===== config.mk =====
export PLATFORM = sky130hd
export DESIGN_NAME = frog_life_manager
export DESIGN_NICKNAME = d
export VERILOG_FILES = /design/src/rtl/game_pkg.sv /design/src/rtl/frame_timer.sv /design/src/rtl/frog_life_manager.sv
export SDC_FILE = /design/constraint.sdc
export NUM_CORES = 1
export LEC_CHECK = 0
export CORE_MARGIN = 3
export CORE_UTILIZATION = 48
export DETAILED_ROUTE_END_ITERATION = 6
export PLACE_DENSITY = 0.78
export SYNTH_ARGS = -nofsm -noshare
export SYNTH_HDL_FRONTEND = slang
export SYNTH_SLANG_ARGS = --single-unit

===== constraint.sdc =====
create_clock -name i_Clk -period 1.8 [get_ports i_Clk]
set_input_delay 0.27 -clock i_Clk [delete_from_list [all_inputs] [get_ports i_Clk]]
set_output_delay 0.27 -clock i_Clk [all_outputs]
set_load 0.03 [all_outputs]

===== src/rtl/game_pkg.sv =====
// -----------------------------------------------------------------------------
// game_pkg
// Shared definitions for the frog game datapath: the life-manager state enum,
// counter widths and game-area geometry shared with the collision and render
// blocks.
// Contents:
//   state_t      - life-manager FSM states
//   TILE_SIZE    - playfield tile edge in pixels
//   LIVES_W      - width of the lives counter
//   LEVEL_W      - width of the level counter
//   timer_width  - width needed for a frame timer holding either frame count
// -----------------------------------------------------------------------------
package game_pkg;

  typedef enum logic [2:0] {
    ST_IDLE      = 3'd0,
    ST_PLAY      = 3'd1,
    ST_DYING     = 3'd2,
    ST_GRACE     = 3'd3,
    ST_GAME_OVER = 3'd4
  } state_t;

  localparam int TILE_SIZE = 16;
  localparam int LIVES_W   = 2;
  localparam int LEVEL_W   = 4;

  // Never returns 0 so that frame counts of 0 still produce a legal vector.
  function automatic int timer_width(input int a, input int b);
    int m;
    m = (a > b) ? a : b;
    if (m < 1) m = 1;
    return $clog2(m + 1);
  endfunction

endpackage


===== src/rtl/frame_timer.sv =====
// -----------------------------------------------------------------------------
// frame_timer
// Loadable down-counter advanced by the per-frame tick. A load in the same
// cycle as a tick wins, so the tick is not counted. The count holds at zero.
// Ports:
//   clk        in   system clock
//   rst_n      in   synchronous reset, active-low
//   tick       in   one-cycle pulse per video frame
//   load       in   load request
//   load_value in   value loaded when load is high
//   zero       out  count is zero
// -----------------------------------------------------------------------------
module frame_timer #(
  parameter int WIDTH = 6
) (
  input  logic             clk,
  input  logic             rst_n,
  input  logic             tick,
  input  logic             load,
  input  logic [WIDTH-1:0] load_value,
  output logic             zero
);

  logic [WIDTH-1:0] count;

  always_ff @(posedge clk) begin
    if (!rst_n) begin
      count <= '0;
    end else if (load) begin
      count <= load_value;
    end else if (tick && (count != '0)) begin
      count <= count - WIDTH'(1);
    end
  end

  assign zero = (count == '0);

endmodule


===== src/rtl/frog_life_manager.sv =====
// -----------------------------------------------------------------------------
// frog_life_manager
// Game-state stage after the frog/car collision detector. Owns lives, level,
// death/respawn timing, post-respawn invulnerability and game-over. All
// outputs are registered and change one cycle after their cause.
// Ports:
//   i_Clk           in   system clock
//   i_Rst_L         in   synchronous reset, active-low
//   i_Frame_Tick    in   one-cycle pulse per video frame
//   i_Start         in   start/restart request (used in IDLE/GAME_OVER only)
//   i_Has_Collided  in   registered collision flag
//   i_Frog_Y        in   frog top-left Y
//   o_Lives         out  remaining lives
//   o_Level         out  current level
//   o_Respawn       out  pulse: frog reloads its start position
//   o_Level_Up      out  pulse: crossing completed
//   o_Freeze        out  frog movement inhibited
//   o_Invulnerable  out  high during the post-respawn grace period
//   o_Game_Over     out  high once all lives are spent
// -----------------------------------------------------------------------------
module frog_life_manager
  import game_pkg::*;
#(
  parameter int START_LIVES  = 3,
  parameter int DEATH_FRAMES = 60,
  parameter int GRACE_FRAMES = 30,
  parameter int GOAL_Y       = 0,
  parameter int MAX_LEVEL    = 15
) (
  input  logic               i_Clk,
  input  logic               i_Rst_L,
  input  logic               i_Frame_Tick,
  input  logic               i_Start,
  input  logic               i_Has_Collided,
  input  logic [9:0]         i_Frog_Y,
  output logic [LIVES_W-1:0] o_Lives,
  output logic [LEVEL_W-1:0] o_Level,
  output logic               o_Respawn,
  output logic               o_Level_Up,
  output logic               o_Freeze,
  output logic               o_Invulnerable,
  output logic               o_Game_Over
);

  localparam int TIMER_W = timer_width(DEATH_FRAMES, GRACE_FRAMES);

  state_t state, next_state;

  logic               timer_load;
  logic [TIMER_W-1:0] timer_load_value;
  logic               timer_zero;

  // Events decided by the next-state logic and consumed by the output logic.
  logic ev_start, ev_hit, ev_goal, ev_respawn;

  logic               goal_reached;
  logic [LIVES_W-1:0] lives_next;
  logic [LEVEL_W-1:0] level_next;
  logic               respawn_next, level_up_next;
  logic               freeze_next, invulnerable_next, game_over_next;

  assign goal_reached = (i_Frog_Y <= 10'(GOAL_Y));

  frame_timer #(
    .WIDTH(TIMER_W)
  ) u_frame_timer (
    .clk        (i_Clk),
    .rst_n      (i_Rst_L),
    .tick       (i_Frame_Tick),
    .load       (timer_load),
    .load_value (timer_load_value),
    .zero       (timer_zero)
  );

  // State and registered outputs. The outputs are computed from next_state so
  // they line up with the state register.
  always_ff @(posedge i_Clk) begin
    if (!i_Rst_L) begin
      state          <= ST_IDLE;
      o_Lives        <= LIVES_W'(START_LIVES);
      o_Level        <= '0;
      o_Respawn      <= 1'b0;
      o_Level_Up     <= 1'b0;
      o_Freeze       <= 1'b1;
      o_Invulnerable <= 1'b0;
      o_Game_Over    <= 1'b0;
    end else begin
      state          <= next_state;
      o_Lives        <= lives_next;
      o_Level        <= level_next;
      o_Respawn      <= respawn_next;
      o_Level_Up     <= level_up_next;
      o_Freeze       <= freeze_next;
      o_Invulnerable <= invulnerable_next;
      o_Game_Over    <= game_over_next;
    end
  end

  // Next state, timer loads and game events. The timer is loaded on the edge
  // that enters DYING/GRACE, so a tick in that cycle is swallowed by the load.
  always_comb begin
    next_state       = state;
    timer_load       = 1'b0;
    timer_load_value = '0;
    ev_start         = 1'b0;
    ev_hit           = 1'b0;
    ev_goal          = 1'b0;
    ev_respawn       = 1'b0;

    case (state)
      ST_IDLE, ST_GAME_OVER: begin
        if (i_Start) begin
          next_state       = ST_GRACE;
          timer_load       = 1'b1;
          timer_load_value = TIMER_W'(GRACE_FRAMES);
          ev_start         = 1'b1;
        end
      end

      ST_PLAY: begin
        // A collision outranks reaching the goal in the same cycle.
        if (i_Has_Collided) begin
          next_state       = ST_DYING;
          timer_load       = 1'b1;
          timer_load_value = TIMER_W'(DEATH_FRAMES);
          ev_hit           = 1'b1;
        end else if (goal_reached) begin
          next_state       = ST_GRACE;
          timer_load       = 1'b1;
          timer_load_value = TIMER_W'(GRACE_FRAMES);
          ev_goal          = 1'b1;
        end
      end

      ST_DYING: begin
        // o_Lives has already been decremented on entry to DYING.
        if (timer_zero) begin
          if (o_Lives == '0) begin
            next_state = ST_GAME_OVER;
          end else begin
            next_state       = ST_GRACE;
            timer_load       = 1'b1;
            timer_load_value = TIMER_W'(GRACE_FRAMES);
            ev_respawn       = 1'b1;
          end
        end
      end

      ST_GRACE: begin
        if (timer_zero) begin
          next_state = ST_PLAY;
        end
      end

      default: begin
        next_state = ST_IDLE;
      end
    endcase
  end

  // Next values of the registered outputs.
  always_comb begin
    lives_next        = o_Lives;
    level_next        = o_Level;
    respawn_next      = ev_start | ev_goal | ev_respawn;
    level_up_next     = ev_goal;
    freeze_next       = (next_state == ST_IDLE) || (next_state == ST_DYING) ||
                        (next_state == ST_GAME_OVER);
    invulnerable_next = (next_state == ST_GRACE);
    game_over_next    = (next_state == ST_GAME_OVER);

    if (ev_start) begin
      lives_next = LIVES_W'(START_LIVES);
      level_next = '0;
    end

    if (ev_hit && (o_Lives != '0)) begin
      lives_next = o_Lives - LIVES_W'(1);
    end

    if (ev_goal && (o_Level < LEVEL_W'(MAX_LEVEL))) begin
      level_next = o_Level + LEVEL_W'(1);
    end
  end

endmodule


==> flow_metrics.env <==
export IMPL_rsz0062_at_grt="no"
export IMPL_antenna_cells=0
export IMPL_ys_warnings_count=0
export IMPL_post_route_min_period_ns=1.73
export IMPL_ir_drop_uv=657
export IMPL_arrival_ns=1.46
export IMPL_grt_pass1_vias=1048
export IMPL_cts_htree_levels=1
export IMPL_power_density_nw_per_um2=904
export IMPL_fmax_ghz=0.577
export IMPL_max_cap_violations=0
export IMPL_finClkSkew_ns=0.00157
export IMPL_multiInputGateArea_um2=649
export IMPL_worst_slack_ns=0.0662
export IMPL_leakage_uw=0.000585
export IMPL_path_clk_slew_ns=0.11
export IMPL_worst_slew_pin_transition_ns=0.422
export IMPL_synth_cells=124
export IMPL_grt_start_max_net_pins=13
export IMPL_p_int_uw=935
export IMPL_comb_power_share_pct=32.8
export IMPL_fill_cells=156
export IMPL_worstSetupEndpointType="primary output"
export IMPL_num_rows=16
export IMPL_final_cell_mix="clkdlybuf4s50_1, dfxtp_1, nor2_1"
export IMPL_slew_viol_final=0
export IMPL_slowest_delay_ns=0.71
export IMPL_coreArea_um2=2040
export IMPL_synth_top_area_share_pct=37.4
export IMPL_dp_slack_ns=-0.140
export IMPL_path_cells="clkdlybuf4s50_1"
export IMPL_critPathKind="flip-flop to primary output"
export IMPL_syn_avg_cell_area_um2=8.64
export IMPL_status="finished clean"
export IMPL_switching_power_uw=413
export IMPL_grt_pass1_wl_mm=4.45
export IMPL_nNetsFinal=179
export IMPL_synth_seq_cells=20
export IMPL_crit_family="buffers and inverters"
export IMPL_die_h_um=53.2
export IMPL_cts_tree="yes"
export IMPL_gp_congestion=0.797
export IMPL_seq_area_um2=400
export IMPL_pwr_share_clk_pct=27.1
export IMPL_port_buffers=25
export IMPL_syn_area_um2=1070
export IMPL_switching_share_pct=30.6
export IMPL_timing_slew_headroom_pct=71.5
export IMPL_finalSetupViolCount=0
export IMPL_globalRouteOverflowTotal=0
export IMPL_cp_num_buf_inv=1
export IMPL_synth_ff_type="dfxtp_1"
export IMPL_antenna_found_initial=0
export IMPL_drive_gt1_share_pct=15.1
export IMPL_yosysUniqueCellTypes=44
export IMPL_die_x_um=53.2
export IMPL_cp_slowest_cell="clkdlybuf4s50_1"
export IMPL_drtPass1Iterations=5
export IMPL_final_common_cell="clkdlybuf4s50_1"
export IMPL_start_util_pct=52.5
export IMPL_synth_nets=143
export IMPL_dp_hpwl_mm=2.03
export IMPL_io_pins=26
export IMPL_synthTopCellsByArea="dfxtp_1, ha_1, nor2_1, nand3_1, inv_1"
export IMPL_whs_ns=0.523
export IMPL_cts_max_path_buffers=2
export IMPL_power_share_sequential_pct=40.1
export IMPL_async_reset_ff_share_pct=0
export IMPL_start_kind="flip-flop"
export IMPL_vias=1078
export IMPL_cts_sinks=20
export IMPL_synth_top_area_cell="dfxtp_1"
export IMPL_cp_max_fo=7
export IMPL_avgRoutedWirePerCell_um=14.7
export IMPL_worstHoldPathType="flip-flop to flip-flop"
export IMPL_fin_setup_tns_ns=0
export IMPL_drcViolationCount=0
export IMPL_hold_violations=0
export IMPL_routed_wl_mm=2.73
export IMPL_die_area_um2=2830
export IMPL_cts_root_buf="clkbuf_4"
export IMPL_ant_nets=0
export IMPL_cts_hold_buf=0
export IMPL_vias_per_cell=5.80
export IMPL_cts_setup_buffers=0
export IMPL_areaGrowthSynthToFinish_pct=39.3
export IMPL_crit_required_ns=1.53
export IMPL_synth_edf_count=0
export IMPL_track_usage_pct=21.2
export IMPL_synth_seq_area_share_pct=37.4
export IMPL_cts_buffers=3
export IMPL_clock_latency_ns=0.30
export IMPL_power_total_uw=1350
export IMPL_fin_crit_sh_pct=96.3
export IMPL_drt_iter0_markers=19
export IMPL_final_util_pct=73.0
repair_timing:
action / in CTS / in global routing
endpoints found under the setup margin: 2 / 8
resized for setup: 0 / 6
pin swaps: 0 / 1
endpoints found under the hold margin: 0 / 0
gates cloned: 0 / 0
sequential cells by signal, summed over array words and instances (netlist names):
signal	count
u_frame_timer.count	6
o_Respawn	1
o_Lives	2
o_Freeze	1
state	3
o_Level	4
o_Game_Over	1
o_Level_Up	1
o_Invulnerable	1
power by group through the flow:
stage,Combinational (µW),Sequential [µW],Clock [µW]
5_1_grt,482,548,395
4_1_cts,414,538,374
3_3_place_gp,399,546,0
3_5_place_dp,410,548,0
6_report,442,541,365
2_1_floorplan,251,564,0
cell type report:
type,instances,area share [%]
Clock buffer,3,1.51
Clock inverter,1,2.01
Inverter,10,2.52
Multi-Input combinational cell,91,43.5
Sequential cell,20,26.8
Tap cell,27,2.27
Timing Repair Buffer,34,21.3
routing by layer:
layer	up-vias	wire (µm)	global-route usage (%)	share of wire, %
met1	514	1250	25.6	46
met2	24	1360	36.3	50
li1	538	-	-	-
met5	-	0	0	0
met3	2	105	3.10	3.8
met4	0	13	9.79	0.48
metrics by stage:
stage / cell area, µm² / cells
6_report: 1490 / 186
5_1_grt: 1490 / 186
4_1_cts: 1460 / 186
3_5_place_dp: 1410 / 182
3_3_place_gp: 1410 / 182
2_1_floorplan: 1070 / 124
path summary, 6_finish.rpt:
path	endpoint	cells after the start	slack (ns)	from
min	u_frame_timer.count[4]	2	0.52	u_frame_timer.count[4]
max	o_Level[3]	1	0.07	o_Level[3]
min reg2reg	u_frame_timer.count[4]	2	0.52	u_frame_timer.count[4]
max reg2reg	u_frame_timer.count[4]	6	0.10	u_frame_timer.count[1]
cells in the mapped netlist, types with 3 or more instances:
library cell	number
xor2_1	3
nand2_1	3
nor3_1	6
nand4_1	4
nor2_1	12
nand3_1	8
ha_1	4
inv_1	9
o211ai_1	4
dfxtp_1	20
and2_1	3
o21ai_0	3
a21oi_1	6
logic make-up (layout without fill, tap and decap cells):
logic type      after synthesis  count (layout)  share of synthesized area, %
compound gates               30              30                          21.3
xor+xnor                      4               4                          3.27
fa+ha+maj                     4               4                          4.67
buf+inv                      13              48                          4.67
flops                        20              20                          37.4
simple gates                 53              53                          28.7
Note: power is estimated with default switching activity, not from simulation.
